==> config.mk <==
export PLATFORM = sky130hd
export DESIGN_NAME = reg_array_cmd_ctrl
export DESIGN_NICKNAME = d
export VERILOG_FILES = /design/src/rtl/reg_array_pkg.sv /design/src/rtl/reg_array_cmd_ctrl.sv
export SDC_FILE = /design/constraint.sdc
export NUM_CORES = 1
export LEC_CHECK = 0
export CAP_MARGIN = 10
export CORE_MARGIN = 2
export CORE_UTILIZATION = 40
export DETAILED_ROUTE_END_ITERATION = 12
export PLACE_DENSITY = 0.75
export SETUP_SLACK_MARGIN = 0.4
export SLEW_MARGIN = 40
export SYNTH_ARGS = -nofsm -noshare
export SYNTH_HDL_FRONTEND = slang
export SYNTH_SLANG_ARGS = --single-unit
export TNS_END_PERCENT = 50
==> constraint.sdc <==
create_clock -name clk -period 3.1 [get_ports clk]
set_input_delay 0.93 -clock clk [delete_from_list [all_inputs] [get_ports clk]]
set_output_delay 0.93 -clock clk [all_outputs]
set_load 0.005 [all_outputs]
==> src/rtl/reg_array_pkg.sv <==
// rtl/reg_array_pkg.sv - shared states and command-field positions for the register-array command front-end
package reg_array_pkg;

    localparam int DATA_W_DEFAULT = 8;

    localparam int CMD_RW_BIT   = 7;
    localparam int CMD_LEN_MSB  = 6;
    localparam int CMD_LEN_LSB  = 5;
    localparam int CMD_RSVD_MSB = 4;

    typedef enum logic [2:0] {
        IDLE,
        WDATA,
        RADDR,
        RCAP,
        RSEND
    } state_t;

    // Bits between the address field and the length field must be zero.
    function automatic logic rsvd_bad(input logic [CMD_RSVD_MSB:0] low, input int addr_w);
        return (low >> addr_w) != '0;
    endfunction

endpackage

==> src/rtl/reg_array_cmd_ctrl.sv <==
// rtl/reg_array_cmd_ctrl.sv - byte-stream command decoder driving register-array writes and reads
module reg_array_cmd_ctrl
    import reg_array_pkg::*;
#(
    parameter int DATA_W = DATA_W_DEFAULT,
    parameter int ADDR_W = 2
) (
    input  logic              clk,
    input  logic              rst_n,
    input  logic              in_valid,
    output logic              in_ready,
    input  logic [DATA_W-1:0] in_data,
    output logic              out_valid,
    input  logic              out_ready,
    output logic [DATA_W-1:0] out_data,
    output logic              we,
    output logic [ADDR_W-1:0] addr,
    output logic [DATA_W-1:0] data_in,
    input  logic [DATA_W-1:0] data_out,
    output logic              busy,
    output logic              err
);

    state_t      state;
    logic [1:0]  len_left;
    logic [ADDR_W-1:0] cur_addr;

    assign in_ready = (state == IDLE) || (state == WDATA);
    assign busy     = (state != IDLE);

    always_ff @(posedge clk or negedge rst_n) begin
        if (!rst_n) begin
            state     <= IDLE;
            len_left  <= '0;
            cur_addr  <= '0;
            we        <= 1'b0;
            addr      <= '0;
            data_in   <= '0;
            out_valid <= 1'b0;
            out_data  <= '0;
            err       <= 1'b0;
        end else begin
            we  <= 1'b0;
            err <= 1'b0;
            case (state)
                IDLE: begin
                    if (in_valid) begin
                        if (rsvd_bad(in_data[CMD_RSVD_MSB:0], ADDR_W)) begin
                            err <= 1'b1;
                        end else begin
                            len_left <= in_data[CMD_LEN_MSB:CMD_LEN_LSB];
                            cur_addr <= in_data[ADDR_W-1:0];
                            if (in_data[CMD_RW_BIT]) begin
                                state <= WDATA;
                            end else begin
                                // addr is presented during RADDR, so load it on entry
                                addr  <= in_data[ADDR_W-1:0];
                                state <= RADDR;
                            end
                        end
                    end
                end
                WDATA: begin
                    if (in_valid) begin
                        we       <= 1'b1;
                        addr     <= cur_addr;
                        data_in  <= in_data;
                        cur_addr <= cur_addr + ADDR_W'(1);
                        len_left <= len_left - 2'd1;
                        if (len_left == 2'd0) begin
                            state <= IDLE;
                        end
                    end
                end
                RADDR: begin
                    state <= RCAP;
                end
                RCAP: begin
                    out_data  <= data_out;
                    out_valid <= 1'b1;
                    state     <= RSEND;
                end
                RSEND: begin
                    if (out_ready) begin
                        out_valid <= 1'b0;
                        cur_addr  <= cur_addr + ADDR_W'(1);
                        len_left  <= len_left - 2'd1;
                        if (len_left == 2'd0) begin
                            state <= IDLE;
                        end else begin
                            addr  <= cur_addr + ADDR_W'(1);
                            state <= RADDR;
                        end
                    end
                end
                default: begin
                    state <= IDLE;
                end
            endcase
        end
    end

endmodule

==> run_results.csv <==
group,metric,value,unit
outcome,outcome,"completed",
logic_synthesis,syn_area_per_cell,12.0,sq um
worst_setup_path,crit_path_end_kind,"output port",
clock_tree,cts_tree,"built",
layout,drive_gt1_frac,0.197,
sta,clock.fmax,381,MHz
clock_tree,root_buffer,"clkbuf_4",
place,dp_hpwl,2030,um
clock_tree,holdBufCountCts,0,
logic_synthesis,synth.net_count,131,
logic_synthesis,synth_top_area_frac,0.529,
worst_setup_path,arrival,1.69,ns
power,clkPwrFrac,0.084,
logic_synthesis,ys_seq_area_frac,0.529,
power,p_sw,569,uW
die,initial_core_util,0.427,
die,die_h,61.5,um
global_route,grt_use_met1,0.185,
worst_setup_path,path_cells,"or3_1 -> clkdlybuf4s50_1",
die,die_w,61.5,um
power,peakVddDrop,358,uV
drt,route.vias.total,984,
global_route,grt_use_met2,0.254,
place,dpl_worst_slack,0.541,ns
place,post-place-cells,191,
drt,routed_wl,2660,um
layout,stdcell_count,196,
sta,worst_slack,0.476,ns
layout,multi_input_area,556,sq um
layout,syn_to_final_growth,36.5,%
power,swShare,0.322,
power,finalPower,1770,uW
place,place_congestion,0.825,
logic_synthesis,synth_cell_types,31,
worst_setup_path,rrSetupSlack,1.21,ns
sta,tightestPinTransition,0.465,ns
sta,slew_headroom,0.689,
logic_synthesis,syn-instance-count,110,
worst_setup_path,cp_slowest_cell,"dfrtp_2",
sta,finalSetupViolCount,0,
logic_synthesis,yosysTopAreaCell,"dfrtp_1",
worst_setup_path,reg2reg_depth,5,
worst_setup_path,critPathRequiredTime,2.17,ns
die,fp-row-count,20,
layout,n_antenna_cell,0,
logic_synthesis,yosysWarnings,0,
logic_synthesis,synth-seq-cells,28,
sta,maxSlewViolCount,0,
global_route,grt_pass1_vias,937,
sta,period_share,0.847,
worst_setup_path,critPathKind,"flop to output port",
hold_path,hold_path.class,"flop to flop",
power,p_int,1200,uW
worst_setup_path,cpPeakStageDelay,0.54,ns
power,p_seq_frac,0.371,
clock_tree,htreeDepth,1,
power,power.density,978,nW/um^2
global_route,grt_use_met3,0.0147,
drt,ant_nets,0,
worst_setup_path,crit_fanout,18,
layout,layout_common_cells,"clkdlybuf4s50_1, dfrtp_1, mux2_2",
clock_tree,clockBufferDepth,2,
clock_tree,cts_made_buffers,3,
flow_run,drv_cap,0,
clock_tree,insertion_delay,0.33,ns
clock_tree,clock-sinks,28,
power,p_comb_frac,0.545,
drt,firstDrtPassIters,4,
global_route,antenna_found_initial,0,
worst_setup_path,start_kind,"flop",
layout,nets,175,
clock_tree,clk_pin_slew,0.14,ns
layout,seq_area,704,sq um
layout,fillers,286,
drt,drtIter0Drc,30,
sta,fin_tns_setup,0,ns
drt,wl_per_cell,13.5,um
global_route,grt_max_degree,29,
die,ios,43,
global_route,grt.total_usage,0.148,
logic_synthesis,synth.cell_area,1320,sq um
sta,rsz0062_at_grt,"no",
sta,clock_skew,0.00348,ns
hold_path,whs_path_depth,1,
die,core,3100,sq um
power,p_leak,0.000784,uW
drt,drc,0,
layout,mostFrequentLayoutCell,"clkdlybuf4s50_1",
global_route,overflow,0,
sta,hold_viol_final,0,
global_route,busiest_layer,"met2",
place,port_buffers,42,
drt,via_per_inst,5.02,
logic_synthesis,synthTopCellsByArea,"dfrtp_1, mux2_2, mux2i_1",
die,dieArea,3790,sq um
global_route,grt_pass1_wl,4170,um
sta,min_period,2.62,ns
==> repair_timing <==
item,CTS,global route
pin swaps,0,0
resized for setup,2,1
endpoints found under the setup margin,1,1
setup buffers,0,2
==> registers in the layout (all words and copies together), names as in the netlist <==
| name | flops |
|---|---|
| data_in | 8 |
| out_data | 8 |
| state | 3 |
| addr | 2 |
| cur_addr | 2 |
| len_left | 2 |
| err | 1 |
| out_valid | 1 |
| we | 1 |
==> cells in the mapped netlist <==
| cell | instances |
|---|---|
| nor2b_1 | 2 |
| o22a_1 | 1 |
| nor3_1 | 4 |
| a21oi_1 | 3 |
| xor2_1 | 1 |
| nor2_1 | 7 |
| or3_1 | 1 |
| mux2_4 | 2 |
| mux2i_1 | 6 |
| clkbuf_1 | 1 |
| nand2b_1 | 1 |
| inv_1 | 7 |
| o22ai_1 | 1 |
| o31ai_1 | 1 |
| a31oi_1 | 1 |
| buf_6 | 2 |
| dfrtp_1 | 28 |
| o221ai_1 | 1 |
| or2b_1 | 1 |
| o21ai_0 | 3 |
| buf_2 | 3 |
| ha_1 | 1 |
| nand3b_1 | 1 |
| a21o_1 | 2 |
| a211o_1 | 1 |
| nor3b_1 | 2 |
| and3_1 | 2 |
| nand4_1 | 1 |
| nand2_1 | 3 |
| mux2_2 | 19 |
| a22oi_1 | 1 |
==> worst paths after layout <==
kind,from,end
max,state[2]$_DFFE_PN0P_,busy
min,out_data[2]$_DFFE_PN0P_,out_data[2]$_DFFE_PN0P_
max reg2reg,state[0]$_DFFE_PN0P_,cur_addr[1]$_DFFE_PN0P_
min reg2reg,out_data[2]$_DFFE_PN0P_,out_data[2]$_DFFE_PN0P_
max in group asynchronous,rst_n,state[2]$_DFFE_PN0P_
min in group asynchronous,rst_n,out_data[6]$_DFFE_PN0P_
==> layer usage <==
layer	vias up	part of all wire	wire length, um
met4	0	0.023	61
met3	8	0.024	65
met2	17	0.52	1380
met5	-	0	0
met1	488	0.43	1140
li1	471	-	-
==> cell families (layout without fill, tap and decap cells) <==
family / after synthesis / in the layout / synth area share
AO/OA/AOI/OAI: 15 / 15 / 0.0747
XOR/XNOR: 1 / 1 / 0.00662
adder cells (fa/ha/maj): 1 / 1 / 0.00945
buffers and inverters: 13 / 55 / 0.0510
flip-flops: 28 / 28 / 0.529
multiplexers: 27 / 27 / 0.230
AND/OR/NAND/NOR: 25 / 25 / 0.0993
==> final cells by class <==
class,count,share of cell area
tap,44,0.0305
multi-input combinational,69,0.307
clock buffer,3,0.0125
timing repair buffer,45,0.245
sequential,28,0.390
inverter,7,0.0145
==> metrics by stage <==
step | utilization | area [sq um] | hold slack, ns
final | 0.582 | 1810 | 0.522
after CTS | 0.577 | 1790 | 0.527
after global routing | 0.582 | 1810 | 0.543
after global placement | 0.569 | 1770 | 0.491
after floorplan | - | 1320 | 0.489
after detailed placement | 0.569 | 1770 | 0.495
==> power by group through the flow <==
stage	registers (uW)	logic, uW	clock network (uW)
detailed placement	692	930	0
floorplan	651	564	0
global placement	677	898	0
finish	656	964	148
global route	675	1060	161
CTS	684	934	149
==> worst max-delay path, delay by kind of cell (launching register included) <==
family / cells / cell delay [ns]
AND/OR/NAND/NOR: 1 / 0.37
flip-flops: 1 / 0.54
buffers and inverters: 1 / 0.46
No activity file was read; power rests on OpenSTA's default activity.
